## config.mk

```make
export PLATFORM = sky130hd
export DESIGN_NAME = seq_operator
export DESIGN_NICKNAME = d
export VERILOG_FILES = /design/src/rtl/seq_operator.sv
export SDC_FILE = /design/constraint.sdc
export NUM_CORES = 1
export LEC_CHECK = 0
export ABC_CLOCK_PERIOD_IN_PS = 4150
export BUFFER_PORTS_ARGS = -buffer_cell sky130_fd_sc_hd__buf_4
export CELL_PAD_IN_SITES_DETAIL_PLACEMENT = 2
export CELL_PAD_IN_SITES_GLOBAL_PLACEMENT = 2
export CORE_MARGIN = 4
export CORE_UTILIZATION = 38
export CTS_BUF_LIST = sky130_fd_sc_hd__clkbuf_4 sky130_fd_sc_hd__clkbuf_8
export DETAILED_ROUTE_END_ITERATION = 12
export PLACE_DENSITY = 0.91
export SETUP_SLACK_MARGIN = 0.15
export SYNTH_ARGS = -nofsm -noshare
export SYNTH_HDL_FRONTEND = slang
export SYNTH_SLANG_ARGS = --single-unit
```

## constraint.sdc

```tcl
create_clock -name clk -period 4.15 [get_ports clk]
set_input_delay 0.415 -clock clk [delete_from_list [all_inputs] [get_ports clk]]
set_output_delay 0.415 -clock clk [all_outputs]
set_load 0.02 [all_outputs]
```

## src/rtl/seq_operator.sv

```systemverilog
// Clocked W-bit operator: latches operands/opcode on start, runs single-cycle ALU ops
// or iterative shift-add multiply / restoring divide, and pulses done when the result is ready.
module seq_operator #(
    parameter int W = 4
) (
    input  logic             clk,
    input  logic             rst,
    input  logic             start,
    input  logic [W-1:0]     m,
    input  logic [W-1:0]     n,
    input  logic [2:0]       choose,
    output logic             busy,
    output logic             done,
    output logic [2*W-1:0]   f,
    output logic             carry,
    output logic             err,
    output logic [W-1:0]     a,
    output logic [W-1:0]     b
);

    localparam int CW = $clog2(W) + 1;
    localparam logic [CW-1:0] LAST_ITER = CW'(W - 1);

    localparam logic [1:0] S_IDLE = 2'd0;
    localparam logic [1:0] S_RUN  = 2'd1;
    localparam logic [1:0] S_FIN  = 2'd2;

    localparam logic [2:0] OP_ADD = 3'd0;
    localparam logic [2:0] OP_SUB = 3'd1;
    localparam logic [2:0] OP_AND = 3'd2;
    localparam logic [2:0] OP_OR  = 3'd3;
    localparam logic [2:0] OP_XOR = 3'd4;
    localparam logic [2:0] OP_MUL = 3'd5;
    localparam logic [2:0] OP_DIV = 3'd6;
    localparam logic [2:0] OP_CMP = 3'd7;

    logic [1:0]     state_q, state_d;
    logic [W-1:0]   a_q, a_d, b_q, b_d;
    logic [2:0]     op_q, op_d;
    logic [CW-1:0]  cnt_q, cnt_d;
    logic [W-1:0]   hi_q, hi_d, lo_q, lo_d;
    logic [2*W-1:0] f_q, f_d;
    logic           carry_q, carry_d, err_q, err_d, busy_q, busy_d, done_q, done_d;

    logic [W:0]     add_s;
    logic [W-1:0]   sub_s;
    logic [W:0]     mul_sum_s;
    logic [W:0]     div_sh_s;
    logic           div_ge_s;
    logic [W-1:0]   div_sub_s;

    // Next-state, datapath and result selection
    always_comb begin
        state_d = state_q;
        a_d     = a_q;
        b_d     = b_q;
        op_d    = op_q;
        cnt_d   = cnt_q;
        hi_d    = hi_q;
        lo_d    = lo_q;
        f_d     = f_q;
        carry_d = carry_q;
        err_d   = err_q;

        add_s     = {1'b0, m} + {1'b0, n};
        sub_s     = m - n;
        // {hi,lo} is the product/multiplier pair for mul, remainder/quotient pair for div
        mul_sum_s = {1'b0, hi_q} + (lo_q[0] ? {1'b0, a_q} : {(W+1){1'b0}});
        div_sh_s  = {hi_q, lo_q[W-1]};
        div_ge_s  = (div_sh_s >= {1'b0, b_q});
        div_sub_s = div_sh_s[W-1:0] - b_q;

        case (state_q)
            S_IDLE: begin
                if (start) begin
                    a_d   = m;
                    b_d   = n;
                    op_d  = choose;
                    cnt_d = '0;
                    if ((choose == OP_MUL || choose == OP_DIV) && n != '0) begin
                        state_d = S_RUN;
                        hi_d    = '0;
                        lo_d    = (choose == OP_MUL) ? n : m;
                    end else begin
                        state_d = S_FIN;
                        carry_d = 1'b0;
                        err_d   = 1'b0;
                        case (choose)
                            OP_ADD: begin
                                f_d     = {{(W-1){1'b0}}, add_s};
                                carry_d = add_s[W];
                            end
                            OP_SUB: begin
                                f_d     = {{W{1'b0}}, sub_s};
                                carry_d = (m < n);
                            end
                            OP_AND: f_d = {{W{1'b0}}, m & n};
                            OP_OR:  f_d = {{W{1'b0}}, m | n};
                            OP_XOR: f_d = {{W{1'b0}}, m ^ n};
                            OP_MUL: f_d = '0;
                            OP_DIV: begin
                                f_d   = '1;
                                err_d = 1'b1;
                            end
                            OP_CMP: f_d = {{(2*W-3){1'b0}}, (m > n), (m == n), (m < n)};
                            default: f_d = '0;
                        endcase
                    end
                end else begin
                    state_d = S_IDLE;
                end
            end
            S_RUN: begin
                if (op_q == OP_MUL) begin
                    hi_d = mul_sum_s[W:1];
                    lo_d = {mul_sum_s[0], lo_q[W-1:1]};
                end else begin
                    hi_d = div_ge_s ? div_sub_s : div_sh_s[W-1:0];
                    lo_d = {lo_q[W-2:0], div_ge_s};
                end
                cnt_d = cnt_q + {{(CW-1){1'b0}}, 1'b1};
                if (cnt_q == LAST_ITER) begin
                    state_d = S_FIN;
                    f_d     = {hi_d, lo_d};
                    carry_d = 1'b0;
                    err_d   = 1'b0;
                end else begin
                    state_d = S_RUN;
                end
            end
            S_FIN: begin
                state_d = S_IDLE;
            end
            default: begin
                state_d = S_IDLE;
            end
        endcase

        busy_d = (state_d == S_RUN);
        done_d = (state_d == S_FIN);
    end

    // State and output registers with synchronous reset
    always_ff @(posedge clk) begin
        if (rst) begin
            state_q <= S_IDLE;
            a_q     <= '0;
            b_q     <= '0;
            op_q    <= 3'd0;
            cnt_q   <= '0;
            hi_q    <= '0;
            lo_q    <= '0;
            f_q     <= '0;
            carry_q <= 1'b0;
            err_q   <= 1'b0;
            busy_q  <= 1'b0;
            done_q  <= 1'b0;
        end else begin
            state_q <= state_d;
            a_q     <= a_d;
            b_q     <= b_d;
            op_q    <= op_d;
            cnt_q   <= cnt_d;
            hi_q    <= hi_d;
            lo_q    <= lo_d;
            f_q     <= f_d;
            carry_q <= carry_d;
            err_q   <= err_d;
            busy_q  <= busy_d;
            done_q  <= done_d;
        end
    end

    assign busy  = busy_q;
    assign done  = done_q;
    assign f     = f_q;
    assign carry = carry_q;
    assign err   = err_q;
    assign a     = a_q;
    assign b     = b_q;

endmodule

```

==> impl_results.md, run 1 <==
* Pre-antenna DRT Iters at 4
* Met2 Use GR at 0.410
* Synth top area share at 0.283
* Worst setup SP type: flip-flop
* Setup TNS at 0 ps
* DP HPWL at slightly below 7000 um
* Die width at 89.9 um
* Outcome: complete, no violations
* Final worst slack at approximately 1900 ps
* XOR/XNOR Fraction of Synth Area at 0.0206
* Adder-cell share of the synthesized area at 0.139
* Max FO, Critical Path at 12
* Worst Max-Slew Pin Slew at 968 ps
* Vias per cell at between 5 and 6
* P&R area growth vs syn at 12.5%
* Final Setup Violations at 0
* # port buffers at 33
* Syn Inst Count at 316
* ANT cells at 0
* CTS root buf: clkbuf_8
* Routed length per instance at 21.5 um
* Die height at 89.9 um
* Leading area contributor after synthesis: dfxtp_1
* Largest net degree at the start of global routing at 36
* Mux cell area share after synthesis at 0.0118
* VDD IR-drop max at 0.173 mV
* CTS tree: done
* Met1 GRT Util at 0.281
* Clock sink count at 36
* Pins Over Slew Limit at 0
* H-tree depth at 2
* Mean area per synthesized cell at 8.07 um^2
* Postcts setup bufs at 0
* Worst slack, placed at ~1800 ps
* Share of layout cells above drive strength 1 at 0.144
* Highest-count cells in the layout ignoring fill and taps: 38 x nand2_1, 36 x dfxtp_1, 34 x buf_4
* Pwr Density at 321 mW/mm^2
* # rows at 29
* Core area at 0.00642 mm^2
* Total CTS buffers at 5
* RePlAce Congestion at 0.841
* Vias at roughly 2500
* Number of synthesized flops with an enable pin at 0
* Antenna-violating nets left at 0
* Synth Register Bits at 36
* Synth top area cells: dfxtp_1 28%, ha_1 11%, a21oi_1 5.9%
* First-pass GRT wire length at approximately 15000 um
* Number of max-cap violations at 0
* I/O pins at 34
* Worst slew margin at 0.354
* Sequential-to-total area share from yosys stat at 0.283
* Met3 GRT Util at 0.0384
* DRT Wirelength at 8980 um
* Max Freq at about 440 MHz
* Initial Util at 0.397
* RSZ-0062 raised after global routing: no
* Distinct cells, synth at 59
* Worst Path Required at 4330 ps
* Synthesis Warnings at 0
* Synthesized net count at 356
* CTS Hold Bufs at 0
* Post-CTS Resized at 0
* Vias in the first global route at ~2800
* Final Hold Viols at 0
* Worst-Skew Late Latency at roughly 300 ps
* Total gr overflow at 0
* Synth Area in Simple Gates at 0.237
* Arrival @ worst endpoint at 2460 ps
* Most common library cell in the layout ignoring fill and taps: nand2_1
* Async SR Flop Fraction at 0
* Clock tree buffer depth at 2
* Residual DRC at 0
* Top_reg_cell synth: dfxtp_1
* Grt peak-use layer: met2
* Tot GR Track Use at 0.228
* Die area at just over 0.008 mm^2
* Largest family of logic cells by synthesized area: simple AND/OR/NAND/NOR gates
* Element type at the critical path end: flip-flop
* Final min period at 2280 ps
* Lkg Pwr at 1.23 nW
* Crit Path Category: flip-flop to flip-flop
* Worst hold-check path type: primary input to flip-flop
* Crit share post-route at 0.549
* DR iter-0 viols at 85
* Initial antenna violation count at 0
* Mapped cell area at approximately 0.0025 mm^2
* Compound-gate portion of the synthesized area at 0.230
* Clock Skews at roughly 11 ps
* Clk pin slew, worst setup/hold paths at ~80 ps
* # nets final at 380
-- metrics by stage --
step | hold WS [ps] | util | power (mW) | cell area [um^2] | cells
after floorplan | 440 | - | 0.560 | 2550 | 316
after global placement | 442 | 0.431 | 0.636 | 2770 | 410
after detailed placement | 455 | 0.431 | 0.651 | 2770 | 410
after CTS | 406 | 0.447 | 0.928 | 2870 | 418
after global routing | 425 | 0.447 | 0.975 | 2870 | 418
final | 410 | 0.447 | 0.921 | 2870 | 418
-- flip-flops by register name, indices dropped and copies added (netlist names) --
name     count
a            4
busy         1
f            8
b            4
done         1
state_q      2
cnt_q        3
op_q         3
hi_q         4
carry        1
err          1
lo_q         4
-- critical path: stages, from the launching register on --
cell and delay, ps:
dfxtp_1 410, nor2b_1 790, nand2_1 280, and2_1 370, nor3_1 230, nor3_1 70
-- cell type report --
class	instances	area (um^2)
fillers	748	3550
multi-input cells	244	1630
clock inverters	2	15.0
repair buffers	34	255
flip-flops and latches	36	721
well taps	77	96.3
clock buffers	6	82.6
inverters	19	71.3
-- final timing paths --
kind         slack [ps]  cells after the start                  start           endpoint
min                 410                      3                   m[3]  a[3]$_SDFFE_PP0P_
min reg2reg         460                      2       err$_SDFFE_PP0P_   err$_SDFFE_PP0P_
max reg2reg        1870                      5  state_q[0]$_SDFF_PP0_  f[1]$_SDFFE_PP0P_
max                1870                      5  state_q[0]$_SDFF_PP0_  f[1]$_SDFFE_PP0P_
-- power breakdown --
| group | internal (mW) | switching [mW] | leakage [nW] |
|---|---|---|---|
| Sequential | 0.368 | 0.0202 | 0.294 |
| Combinational | 0.0972 | 0.161 | 0.895 |
| Clock | 0.135 | 0.140 | 0.0434 |
| Total | 0.600 | 0.322 | 1.23 |
-- kinds of logic (layout without fill, tap and decap cells) --
family	Yosys count	in the layout
adder cells (fa/ha/maj)	26	26
buffers and inverters	36	61
flip-flops	36	36
multiplexers	3	3
AND/OR/NAND/NOR	121	121
XOR/XNOR	6	6
AO/OA/AOI/OAI	88	88
-- cells in the mapped netlist (2+ instances only) --
| cell | n |
|---|---|
| a211oi_1 | 4 |
| a21o_1 | 5 |
| a21oi_1 | 30 |
| a221oi_1 | 2 |
| a311oi_1 | 2 |
| a31oi_1 | 4 |
| and2_1 | 6 |
| buf_2 | 3 |
| buf_6 | 7 |
| clkbuf_1 | 4 |
| dfxtp_1 | 36 |
| fa_1 | 4 |
| ha_1 | 22 |
| inv_1 | 19 |
| mux2i_1 | 3 |
| nand2_1 | 38 |
| nand2b_1 | 6 |
| nand3_1 | 5 |
| nand3b_1 | 2 |
| nor2_1 | 33 |
| nor2b_1 | 5 |
| nor3_1 | 4 |
| nor3b_1 | 4 |
| nor4_1 | 3 |
| o211ai_1 | 3 |
| o21a_1 | 3 |
| o21ai_0 | 10 |
| o21ai_1 | 4 |
| o21bai_1 | 3 |
| o22a_1 | 2 |
| o311ai_1 | 2 |
| o31ai_1 | 3 |
| or3_1 | 3 |
| or3b_1 | 2 |
| or4_1 | 2 |
| xnor2_1 | 4 |
| xor2_1 | 2 |
-- routing by layer --
layer  vias to the layer above  routed length (um)
met2                        50                4540
met1                      1230                3980
li1                       1154                   -
met5                         -                   0
met3                        17                 317
met4                         0                 138
No activity file was read; power rests on OpenSTA's default activity.
==> inputs of run 2 (changes only) <==
--- a/config.mk
+++ b/config.mk
@@ -5,15 +5,15 @@
 export SDC_FILE = /design/constraint.sdc
 export NUM_CORES = 1
 export LEC_CHECK = 0
-export ABC_CLOCK_PERIOD_IN_PS = 4150
+export ABC_CLOCK_PERIOD_IN_PS = 1850
 export BUFFER_PORTS_ARGS = -buffer_cell sky130_fd_sc_hd__buf_4
 export CELL_PAD_IN_SITES_DETAIL_PLACEMENT = 2
 export CELL_PAD_IN_SITES_GLOBAL_PLACEMENT = 2
 export CORE_MARGIN = 4
-export CORE_UTILIZATION = 38
+export CORE_UTILIZATION = 32
 export CTS_BUF_LIST = sky130_fd_sc_hd__clkbuf_4 sky130_fd_sc_hd__clkbuf_8
 export DETAILED_ROUTE_END_ITERATION = 12
-export PLACE_DENSITY = 0.91
+export PLACE_DENSITY = 0.82
 export SETUP_SLACK_MARGIN = 0.15
 export SYNTH_ARGS = -nofsm -noshare
 export SYNTH_HDL_FRONTEND = slang
==> constraint.sdc (replaced) <==
create_clock -name clk -period 1.85 [get_ports clk]
set_input_delay 0.185 -clock clk [delete_from_list [all_inputs] [get_ports clk]]
set_output_delay 0.185 -clock clk [all_outputs]
set_load 0.02 [all_outputs]
==> run 2 against run 1 <==
- the run now ends with negative setup slack left
- via count rose by 8.9%
- critical path depth up 3
- clock skew fell by 3.2 ps
- non-clock buffer count grew 48
- sequential share of layout area fell by 4.5 points
- wire length up 18%
- global-route usage down 0.80 points
- cell count rose by 17%
- hold slack got worse by 130 ps
- largest cell class unchanged
==> impl_results.md, run 2 (synthesis results as in run 1) <==
* Outcome: finished with violations
* Failing checks: negative setup slack
* Pwr Density at around 630 mW/mm^2
* Final Hold Viols at 0
* Max Freq at ~530 MHz
* Worst reg2reg path depth at 8
* Die height at 97.2 um
* Core area at 0.00773 mm^2
* Initial antenna violation count at 0
* # port buffers at 33
* Min Hold Slack at 284 ps
* Met1 GRT Util at 0.247
* H-tree depth at 2
* DP HPWL at 7330 um
* Max stage delay cell, worst path: dfxtp_4
* Lkg Pwr at between 1.5 and 2 nW
* Element type at the critical path end: flip-flop
* Antenna-violating nets left at 0
* Worst Path Required at roughly 2000 ps
* Worst slew margin at 0.721
* ANT cells at 0
* Multi-input gate area at 0.00192 mm^2
* Top delay family on crit path: compound AO/OA/AOI/OAI gates
* CTS root buf: clkbuf_8
* Pins Over Slew Limit at 0
* Highest-count cells in the layout ignoring fill and taps: 80 x buf_4, 37 x nand2_1, 31 x nor2_1
* Total CTS buffers at 5
* # rows at 32
* Clock sink count at 36
* RR Endpoint: hi_q[2]$_SDFFE_PP0P_
* R2r startpoint: b[2]$_SDFFE_PP0P_
* Residual DRC at 0
* Worst Path Buf+Inv at 2
* Worst Max-Slew Pin Slew at 418 ps
* Die width at 97.2 um
* VDD IR-drop max at 0.245 mV
* Fillcell total at 846
* Die area at 0.00946 mm^2
* Worst path max stage delay at 370 ps
* P&R area growth vs syn at 41.0%
* Most common library cell in the layout ignoring fill and taps: buf_4
* Final min period at 1880 ps
* Hold EP: b[1]$_SDFFE_PP0P_
* Vias per cell at around 5.4
* Arrival @ worst endpoint at 2050 ps
* Max FO, Critical Path at 5
* Routed length per instance at about 22 um
* Total gr overflow at 0
* # nets final at 428
* Crit Path Category: flip-flop to flip-flop
* Worst-Skew Late Latency at 300 ps
* Number of max-cap violations at 0
* Cell Chain, Critical Path: inv_4 > ha_4 > nor4_4 > o21a_4 > nor2_4 > o311ai_2 > buf_4 > a21oi_2
* CTS tree: done
* DRT Wirelength at around 11000 um
* Crit share post-route at 1.02
* Clk pin slew, worst setup/hold paths at 80 ps
* Max reg flops at 8
* Non-filler cells, final at just under 500
* Worst hold-check path type: primary input to flip-flop
* Initial Util at 0.330
* Hold wc startpoint: n[1]
* DR iter-0 viols at 102
* Pre-antenna DRT Iters at 4
* Share of layout cells above drive strength 1 at 0.406
* Worst setup SP type: flip-flop
* CTS Hold Bufs at 0
* Cell count after placement at 477
* RePlAce Congestion at around 0.84
* First-pass GRT wire length at 16600 um
* Hold path depth at 4
* Clock Skews at 7.41 ps
* Met3 GRT Util at 0.0388
* Final Setup Violations at 2
* Largest net degree at the start of global routing at 36
* Vias in the first global route at 3032
* Reg2Reg Setup Slack at -30 ps
* Setup TNS at -60.8 ps
* Met2 Use GR at 0.412
* Tot GR Track Use at 0.220
* RSZ-0062 raised after global routing: yes
* I/O pins at 34
* Clock tree buffer depth at 2
* Grt peak-use layer: met2
* Register area at 742 um^2
* Vias at between 2000 and 3000
* Final worst slack at -31.7 ps
==> run 2: cell types whose count changed in the layout (fill, tap and decap cells not counted), moves of 5 or more <==
cell and delta:
dfxtp_2 +5, and2_1 -5, ha_4 +8, dfxtp_1 -9
buf_4 +46, o21ai_0 -7, inv_1 -7, o21ai_1 +6
ha_1 -9, inv_2 +5
==> run 2: cell type report <==
| cell class | count | share of cell area |
|---|---|---|
| clock buffer | 7 | 0.0233 |
| sequential | 36 | 0.206 |
| multi-input combinational | 244 | 0.535 |
| tap | 102 | 0.0355 |
| clock inverter | 1 | 0.00244 |
| inverter | 19 | 0.0212 |
| timing repair buffer | 82 | 0.176 |
==> run 2: metal layers <==
layer,routed length (um),vias to the layer above
met5,0,-
met1,4360,1324
met2,5490,64
li1,-,1246
met4,425,0
met3,339,34
==> run 2: stage by stage <==
step           setup WS (ps)  total power, mW  area, um^2  utilization
6_report               -31.7             2.28        3590        0.465
5_1_grt                -49.0             2.38        3590        0.465
4_1_cts                 40.3             2.22        3470        0.449
3_5_place_dp            -163             1.55        3160        0.409
3_3_place_gp           -60.2             1.52        3160        0.409
2_1_floorplan            148             1.27        2590            -
==> run 2: report_power, final <==
| part | switching (mW) | total (mW) | internal (mW) |
|---|---|---|---|
| clock | 0.311 | 0.610 | 0.299 |
| combinational | 0.440 | 0.791 | 0.351 |
| sequential | 0.0509 | 0.876 | 0.825 |
==> run 2: how the worst max path moves through the flow <==
stage | startpoint | to | slack [ps] | cells after the start
after floorplan | b[1]$_SDFFE_PP0P_ | f[7]$_SDFFE_PP0P_ | 150 | 7
after global placement | m[0] | f[3]$_SDFFE_PP0P_ | -60 | 9
after detailed placement | m[0] | f[2]$_SDFFE_PP0P_ | -160 | 10
after CTS | lo_q[0]$_SDFFE_PP0P_ | f[6]$_SDFFE_PP0P_ | 40 | 8
after global routing | b[2]$_SDFFE_PP0P_ | hi_q[2]$_SDFFE_PP0P_ | -50 | 8
final | b[2]$_SDFFE_PP0P_ | hi_q[2]$_SDFFE_PP0P_ | -30 | 8
==> run 2: worst register-to-register path, cell delays in order (launching register included) <==
cell and delay, ps:
dfxtp_4 370, inv_4 40, ha_4 160, nor4_4 320, o21a_4 230, nor2_4 40, o311ai_2 330, buf_4 190
a21oi_2 60
==> run 2: timing repair <==
action,4_1_cts,5_1_grt
endpoints found under the hold margin,0,0
pin swaps,23,17
endpoints found under the setup margin,12,17
buffers inserted,3,3
gates resized for setup,49,26
